--- src/rtl/usb_tx.sv ---
// usb_tx: USB full-speed packet transmitter producing SYNC, PID, optional payload and EOP
// with NRZI encoding and bit stuffing; one bit period is 8 clk cycles.
module usb_tx (
    input  logic       clk,
    input  logic       rst,
    input  logic [3:0] tx_packet,
    input  logic [7:0] tx_packet_data,
    input  logic [6:0] buffer_occupancy,
    output logic       get_tx_packet_data,
    output logic       tx_transfer_active,
    output logic       tx_error,
    output logic       dplus_out,
    output logic       dminus_out
);

    // state   | meaning
    // IDLE    | line held at J, sampling tx_packet every cycle
    // SYNC    | shifting out the sync byte 0x80
    // PID     | shifting out the PID byte
    // LOAD    | last cycle of a bit period: pop FIFO head and launch its bit 0
    // DATA    | shifting out a payload byte
    // EOP_SE0 | two bit periods of SE0
    // EOP_J   | one bit period of J, then back to IDLE
    typedef enum logic [2:0] {
        IDLE,
        SYNC,
        PID,
        LOAD,
        DATA,
        EOP_SE0,
        EOP_J
    } state_t;

    localparam logic [7:0] SYNC_BYTE = 8'h80;

    state_t     state_q, state_n;
    logic [2:0] timer_q, timer_n;
    logic [2:0] bit_idx_q, bit_idx_n;
    logic [7:0] byte_q, byte_n;
    logic [7:0] pid_q, pid_n;
    logic       data0_q, data0_n;
    logic [2:0] ones_q, ones_n;
    logic       nrzi_q, nrzi_n;
    logic       dp_q, dp_n;
    logic       dm_q, dm_n;
    logic       err_q, err_n;

    logic       drive;
    logic       drive_bit;
    logic       bit_end;
    logic       stuff_due;
    logic       byte_done;
    logic       start_ok;
    logic [7:0] pid_sel;

    always_comb begin
        pid_sel = 8'h00;
        case (tx_packet)
            4'd1:    pid_sel = 8'hC3;
            4'd2:    pid_sel = 8'hD2;
            4'd3:    pid_sel = 8'h5A;
            4'd4:    pid_sel = 8'h1E;
            default: pid_sel = 8'h00;
        endcase
    end

    assign bit_end   = (timer_q == 3'd0);
    assign stuff_due = (ones_q == 3'd6);
    // A byte is finished only once any stuff bit owed after its last bit has gone out.
    assign byte_done = (bit_idx_q == 3'd7) && !stuff_due;
    assign start_ok  = (tx_packet >= 4'd1) && (tx_packet <= 4'd4) &&
                       !((tx_packet == 4'd1) && (buffer_occupancy > 7'd64));

    always_comb begin
        state_n   = state_q;
        timer_n   = bit_end ? 3'd7 : timer_q - 3'd1;
        bit_idx_n = bit_idx_q;
        byte_n    = byte_q;
        pid_n     = pid_q;
        data0_n   = data0_q;
        ones_n    = ones_q;
        nrzi_n    = nrzi_q;
        dp_n      = dp_q;
        dm_n      = dm_q;
        err_n     = 1'b0;
        drive     = 1'b0;
        drive_bit = 1'b0;

        case (state_q)
            IDLE: begin
                timer_n = 3'd0;
                ones_n  = 3'd0;
                nrzi_n  = 1'b1;
                dp_n    = 1'b1;
                dm_n    = 1'b0;
                if (start_ok) begin
                    state_n   = SYNC;
                    timer_n   = 3'd7;
                    byte_n    = SYNC_BYTE;
                    bit_idx_n = 3'd0;
                    pid_n     = pid_sel;
                    data0_n   = (tx_packet == 4'd1);
                    drive     = 1'b1;
                    drive_bit = SYNC_BYTE[0];
                end else if (tx_packet != 4'd0) begin
                    err_n = 1'b1;
                end
            end

            SYNC, PID, DATA: begin
                if (bit_end) begin
                    drive = 1'b1;
                    if (stuff_due) begin
                        drive_bit = 1'b0;
                    end else if (bit_idx_q != 3'd7) begin
                        bit_idx_n = bit_idx_q + 3'd1;
                        drive_bit = byte_q[bit_idx_n];
                    end else if (state_q == SYNC) begin
                        state_n   = PID;
                        byte_n    = pid_q;
                        bit_idx_n = 3'd0;
                        drive_bit = pid_q[0];
                    end else begin
                        state_n   = EOP_SE0;
                        bit_idx_n = 3'd0;
                        drive     = 1'b0;
                        dp_n      = 1'b0;
                        dm_n      = 1'b0;
                    end
                end else if ((timer_q == 3'd1) && byte_done && (buffer_occupancy != 7'd0) &&
                             ((state_q == DATA) || ((state_q == PID) && data0_q))) begin
                    // Enter LOAD one cycle early so the next byte starts on the bit boundary.
                    state_n = LOAD;
                end
            end

            LOAD: begin
                state_n   = DATA;
                byte_n    = tx_packet_data;
                bit_idx_n = 3'd0;
                drive     = 1'b1;
                drive_bit = tx_packet_data[0];
            end

            EOP_SE0: begin
                if (bit_end) begin
                    if (bit_idx_q[0]) begin
                        state_n = EOP_J;
                        nrzi_n  = 1'b1;
                        dp_n    = 1'b1;
                        dm_n    = 1'b0;
                    end else begin
                        bit_idx_n = 3'd1;
                    end
                end
            end

            EOP_J: begin
                if (bit_end) begin
                    state_n = IDLE;
                    timer_n = 3'd0;
                end
            end

            default: state_n = IDLE;
        endcase

        if (drive) begin
            if (drive_bit) begin
                ones_n = ones_q + 3'd1;
            end else begin
                ones_n = 3'd0;
                nrzi_n = !nrzi_q;
            end
            dp_n = nrzi_n;
            dm_n = !nrzi_n;
        end
    end

    always_ff @(posedge clk) begin
        if (rst) begin
            state_q   <= IDLE;
            timer_q   <= 3'd0;
            bit_idx_q <= 3'd0;
            byte_q    <= 8'h00;
            pid_q     <= 8'h00;
            data0_q   <= 1'b0;
            ones_q    <= 3'd0;
            nrzi_q    <= 1'b1;
            dp_q      <= 1'b1;
            dm_q      <= 1'b0;
            err_q     <= 1'b0;
        end else begin
            state_q   <= state_n;
            timer_q   <= timer_n;
            bit_idx_q <= bit_idx_n;
            byte_q    <= byte_n;
            pid_q     <= pid_n;
            data0_q   <= data0_n;
            ones_q    <= ones_n;
            nrzi_q    <= nrzi_n;
            dp_q      <= dp_n;
            dm_q      <= dm_n;
            err_q     <= err_n;
        end
    end

    assign get_tx_packet_data = (state_q == LOAD);
    assign tx_transfer_active = (state_q != IDLE);
    assign tx_error           = err_q;
    assign dplus_out          = dp_q;
    assign dminus_out         = dm_q;

endmodule
--- config.mk ---
export PLATFORM = sky130hd
export DESIGN_NAME = usb_tx
export DESIGN_NICKNAME = d
export VERILOG_FILES = /design/src/rtl/usb_tx.sv
export SDC_FILE = /design/constraint.sdc
export NUM_CORES = 1
export LEC_CHECK = 0
export ABC_AREA = 1
export CORE_ASPECT_RATIO = 0.9
export CORE_MARGIN = 4
export CORE_UTILIZATION = 45
export CTS_CLUSTER_DIAMETER = 120
export DETAILED_ROUTE_END_ITERATION = 16
export DONT_BUFFER_PORTS = 1
export MAX_ROUTING_LAYER = met4
export PLACE_DENSITY_LB_ADDON = 0.05
export SLEW_MARGIN = 40
export SYNTH_ARGS = -nofsm -noshare
export SYNTH_HDL_FRONTEND = slang
export SYNTH_SLANG_ARGS = --single-unit
--- constraint.sdc ---
create_clock -name clk -period 1.7 [get_ports clk]
set_input_delay 0.17 -clock clk [delete_from_list [all_inputs] [get_ports clk]]
set_output_delay 0.17 -clock clk [all_outputs]
set_load 0.02 [all_outputs]
# Word level (Yosys, flattened, before mapping)
# Cells that the tools add are included.
dict set report word_totals {
  regBits 33
  inputBits 21
  word_cells 145
}
dict set report classes {
  n_addsub 3
  n_lt_le_gt_ge 4
  n_eq_ne 32
  muxes 63
  bitwise 1
  n_reduce_logical 30
}
# op count
set op_table {}
lappend op_table {{3-bit 2-to-1 mux} 21}
lappend op_table {{8-bit 2-to-1 mux} 5}
lappend op_table {{8-bit one-hot mux with 4 select lines} 1}
lappend op_table {{3-bit != test (second input constant)} 10}
lappend op_table {{1-bit 2-to-1 mux} 26}
lappend op_table {{8-bit one-hot mux with 3 select lines} 1}
lappend op_table {{2-bit != test (second input constant)} 9}
lappend op_table {{3-bit == test (second input constant)} 5}
lappend op_table {{3-bit one-hot mux with 5 select lines} 1}
lappend op_table {{7-bit AND reduction} 2}
lappend op_table {{3-bit one-hot mux with 4 select lines} 1}
lappend op_table {{6-bit AND reduction} 2}
lappend op_table {{4-bit nonzero test} 3}
lappend op_table {{1-bit one-hot mux with 3 select lines} 3}
lappend op_table {{4-bit by 2-bit == test with 1-bit output (second input constant)} 2}
lappend op_table {{1-bit logical AND} 8}
lappend op_table {{7-bit greater-than comparator (second input constant)} 1}
lappend op_table {{7-bit nonzero test} 1}
lappend op_table {{3-bit by 1-bit adder with 3-bit output (second input constant)} 2}
lappend op_table {{3-bit by 1-bit == test with 1-bit output (second input constant)} 2}
lappend op_table {{3-bit by 2-bit == test with 1-bit output (second input constant)} 2}
lappend op_table {{3-bit logical NOT} 2}
lappend op_table {{3-bit one-hot mux with 2 select lines} 1}
lappend op_table {{3-bit nonzero test} 2}
lappend op_table {{other kinds (15)} 20}

# Longest topological paths before layout
# Gate-level depths: netlist of the first run.
dict set report logic_depth {
  depth_word 11
  ltp_mapped 14
  ltp_nobuf 14
}

# Worst setup path after synthesis of the first run
# OpenSTA, ideal clock, no wires.
dict set report synth_path {
  kind {register to register}
  startpoint {register timer_q[0]}
  endpoint {register state_q[0]}
  setup_ns 0.132
  t_arrival_ns 1.579
  required_time_ns 1.568
  path_slack_ns -0.011
  path_stages_with_launch 12
  period_less_slack_ns 1.711
  path_cell_list {dfxtp_1 > inv_1 > ha_1 > inv_1 > nor2_1 > inv_1 > o21ai_0 > o21ai_0 > a21oi_1 > nand2_1 > nand2_1 > a21oi_1}
}
dict set report synth_via {
  elab_chain_len 6
  word_cells_on_any_way 13
  classes_between {eq/ne: 6; mux: 2; reduce/logical: 5}
}
# item line_no
set synth_lines {}
lappend synth_lines {{from (decl)} 37} ;# logic [2:0] timer_q, timer_n;
lappend synth_lines {{from (signal assigned)} 195} ;# timer_q <= timer_n;
lappend synth_lines {{3-bit by 1-bit == test with 1-bit output} 130} ;# end else if ((timer_q == 3'd1) && byte_done && (buffer_occupancy != 7'd0) &&
lappend synth_lines {{1-bit logical AND (3 in series)} 130}
lappend synth_lines {{3-bit != test (no line)} n/a}
lappend synth_lines {{7-bit AND reduction (no line)} n/a}
lappend synth_lines {{to (signal assigned)} 194} ;# state_q <= state_n;
lappend synth_lines {{to (decl)} 36} ;# state_t state_q, state_n;
# Several ways; a longest one is shown, not always the timed one.
# A chain may end at the register's enable or synchronous reset.

# Final worst setup path of the first run
dict set report layout_path {
  startpoint {register timer_q[0]}
  endpoint {register byte_q[7]}
}
dict set report layout_via {
  elab_chain_len 3
}
# item line_no
set layout_lines {}
lappend layout_lines {{3-bit logical NOT} 67} ;# assign bit_end = (timer_q == 3'd0);
lappend layout_lines {{2-bit != test (no line)} n/a}
lappend layout_lines {{6-bit AND reduction (no line)} n/a}
lappend layout_lines {{to (signal assigned)} 197} ;# byte_q <= byte_n;
lappend layout_lines {{to (decl)} 39} ;# logic [7:0] byte_q, byte_n;
# Every way passes these cells.

==> metrics, run 1 <==
Critical Path RT 1930 ps; GRT overflow 0; maxcap violations 0; first-pass GRT wire length 8.245 mm; Yosys top cell area share 32.67%; Yosys top cell by area dfxtp_1; initial core utilization between 40% and 50%; crit path from timer_q[0]; Worst Path Buf+Inv 5; FP Rows 22; Yosys reg bits 31; Post-synth EDFFs 0; gr usage total 19.52%; Synth Area per Inst roughly 6.5 um^2; worst-case clock buffer depth 2; most frequent cell after synthesis nand2_1; vias in the first global route roughly 1,800; final antenna diode count 0; Slew Viols, Final 0; minimum clock period 1602 ps; clock sink count 31; I/O Pins 26; Clock Skews 7.657 ps; Cells after Synth a little under 300; die area 0.005326 mm^2; DR pass1 iterations 4; main combinational cell family by area after synthesis simple AND/OR/NAND/NOR gates; Power Total between 0.003 and 0.004 W; Worst Hold Class in -> reg; Distinct cells, synth 31; Non-Filler Instances 364; Placeable Area 0.004074 mm^2; Synth Area in Compound Gates 15.15%; post-synthesis sequential area ratio between 30% and 40%; final core utilization 56.27%; port bufs 0; highest clock rate ~620 MHz; hold_sp rst; mux cell area share after synthesis 0%; P_leak approximately 1.1 nW; Placed Area 0.002064 mm^2; CTS Root Cell clkbuf_8; Synth Flop Type dfxtp_1; crit path launch type flop; Clock Pin Slew Worst Setup and Hold Paths roughly 70 ps; initial antenna violation count 0; Nets 343; final setup fails 0; # fillers between 400 and 500; Routability Congestion between 0.8 and 0.9; WS Path Type reg -> reg; Reg-to-Reg Start timer_q[0]; CP cell instances inv_1 -> ha_1 -> inv_1 -> nor2_2 -> inv_2 -> nand2_2 -> inv_2 -> nor3_4 -> buf_6 -> nand3_1 -> a21oi_1; Commonest cells post-synth nand2_1, inv_1, dfxtp_1, nand3_1, a21oi_1; Post-Synth Adder-Cell Area approximately 4.6%; Worst path max stage delay about 310 ps; Die Wd 76.48 um; Worst setup EP type flop; final hold slack -68.01 ps; pin count of the biggest net entering global routing 24; WL final 4.800 mm; TritonCTS clock tree built; depth of the CTS H-tree 2; actual slew at the worst max-slew pin around 320 ps; Max-slew headroom 78.14%; drt drc 0; post-placement cell count 354; period utilisation layout between 90 and 100%; Ys Warns 0; power density over the cells ~1700 mW/mm^2; asr flop ratio synth 0%; total CTS buffers 5; Mapped Nets 321; Skew-Pair Late Insertion Delay 300 ps; XOR/XNOR Fraction of Synth Area 0.9223%; RSZ-0062 raised after global routing yes; via count of the routed design 1,863; worst vdd ir around 0.0007 V; Crit Path Max Fanout 7; Vert. Die Dim 69.64 um; pre-CTS worst setup slack -77.85 ps; vias per std cell slightly above 5; status complete, but fails checks; DR WL/cell 13.19 um; Post-Synth Simple-Gate Area 33.86%; family with the most delay on the worst path simple AND/OR/NAND/NOR gates; cell area after synthesis 0.001899 mm^2; share of post-route cells with drive strength above 1 20.57%; Area contributors post-synth dfxtp_1, nand2_1, inv_1; slowest cell on the critical path dfxtp_1; area delta synth->final 20.69%; Final WS setup 97.81 ps; Iter 0 DRT Violations 95; design area 0.002292 mm^2; failing checks hold timing; Worst EP arrival 1830 ps; final hold violations 22; DP HPWL 3.625 mm; Final ANT Viol Nets 0
-- through the flow --
step / hold WS, ps / setup TNS (ps)
finish: -68.01 / 0
global route: -79.37 / -191.0
CTS: -71.72 / 0
detailed placement: 243.4 / -231.6
global placement: 241.3 / -172.9
floorplan: 248.5 / 0
-- power breakdown --
group          internal [W]  total (W)  switching [W]
combinational      0.000835    0.00204        0.00120
clock              0.000586   0.000887       0.000301
sequential         0.000886    0.00102       0.000138
-- flip-flops by register name (all words and copies together) (netlist names) --
| signal | count |
|---|---|
| nrzi_q | 1 |
| dplus_out | 1 |
| tx_error | 1 |
| pid_q | 6 |
| bit_idx_q | 3 |
| timer_q | 3 |
| byte_q | 8 |
| state_q | 3 |
| dminus_out | 1 |
| data0_q | 1 |
| ones_q | 3 |
-- per-layer routing --
layer  GRT usage (%)  routed length [um]  vias up  share of wire (%)
met4           5.634                  80        0                1.7
met3           6.104                 240        9                5.0
met1           25.28                2333      836                 49
met5               -                   0        -                  0
li1                -                   -      978                  -
met2           29.27                2145       40                 45
-- area by class of cell --
| type | count | area, um^2 | share of cell area [%] |
|---|---|---|---|
| Tap cell | 48 | 60.06 | 2.620 |
| Inverter | 50 | 187.7 | 8.188 |
| Sequential cell | 31 | 628.1 | 27.40 |
| Clock inverter | 2 | 60.06 | 2.620 |
| Timing Repair Buffer | 23 | 176.4 | 7.696 |
| Clock buffer | 6 | 72.57 | 3.166 |
| Multi-Input combinational cell | 204 | 1107 | 48.31 |
-- worst paths after layout --
kind              depth (start not counted)   endpoint  slack, ps
setup / recovery                         11  byte_q[7]        100
hold / removal                            1  ones_q[0]        -70
setup reg to reg                         11  byte_q[7]        100
hold reg to reg                           2   pid_q[1]        450
-- placed cells by master, fill, tap and decap left out, types with 3 or more instances in the layout --
master    count
buf_4        22
ha_1          6
nand2_1      68
a21oi_1      25
clkbuf_8      5
nor2_2        3
inv_2         6
nor2_1       20
inv_1        44
nand3_1      28
dfxtp_1      27
o21ai_0       8
nand4_1       6
o211ai_1      3
o21ai_1       3
nand2_2       8
dfxtp_2       3
-- what timing repair did --
item | in CTS | in global routing
setup buffers | 0 | 2
gates resized for setup | 2 | 27
setup endpoints to repair | 3 | 21
pin swaps | 0 | 6
hold endpoints to repair | 22 | 22
-- kinds of logic after synthesis --
group | after synthesis
AO/OA/AOI/OAI | 50
XOR/XNOR | 2
adder cells (fa/ha/maj) | 7
buffers and inverters | 58
flip-flops | 31
AND/OR/NAND/NOR | 145
(Power assumes the default switching activity.)
==> run 2: changes to the inputs <==
--- a/config.mk
+++ b/config.mk
@@ -14,6 +14,7 @@
 export DONT_BUFFER_PORTS = 1
 export MAX_ROUTING_LAYER = met4
 export PLACE_DENSITY_LB_ADDON = 0.05
+export RECOVER_POWER = 25
 export SLEW_MARGIN = 40
 export SYNTH_ARGS = -nofsm -noshare
 export SYNTH_HDL_FRONTEND = slang
==> results of run 2 <==
The final DEF is identical to that of run 1; final timing and power are the same.
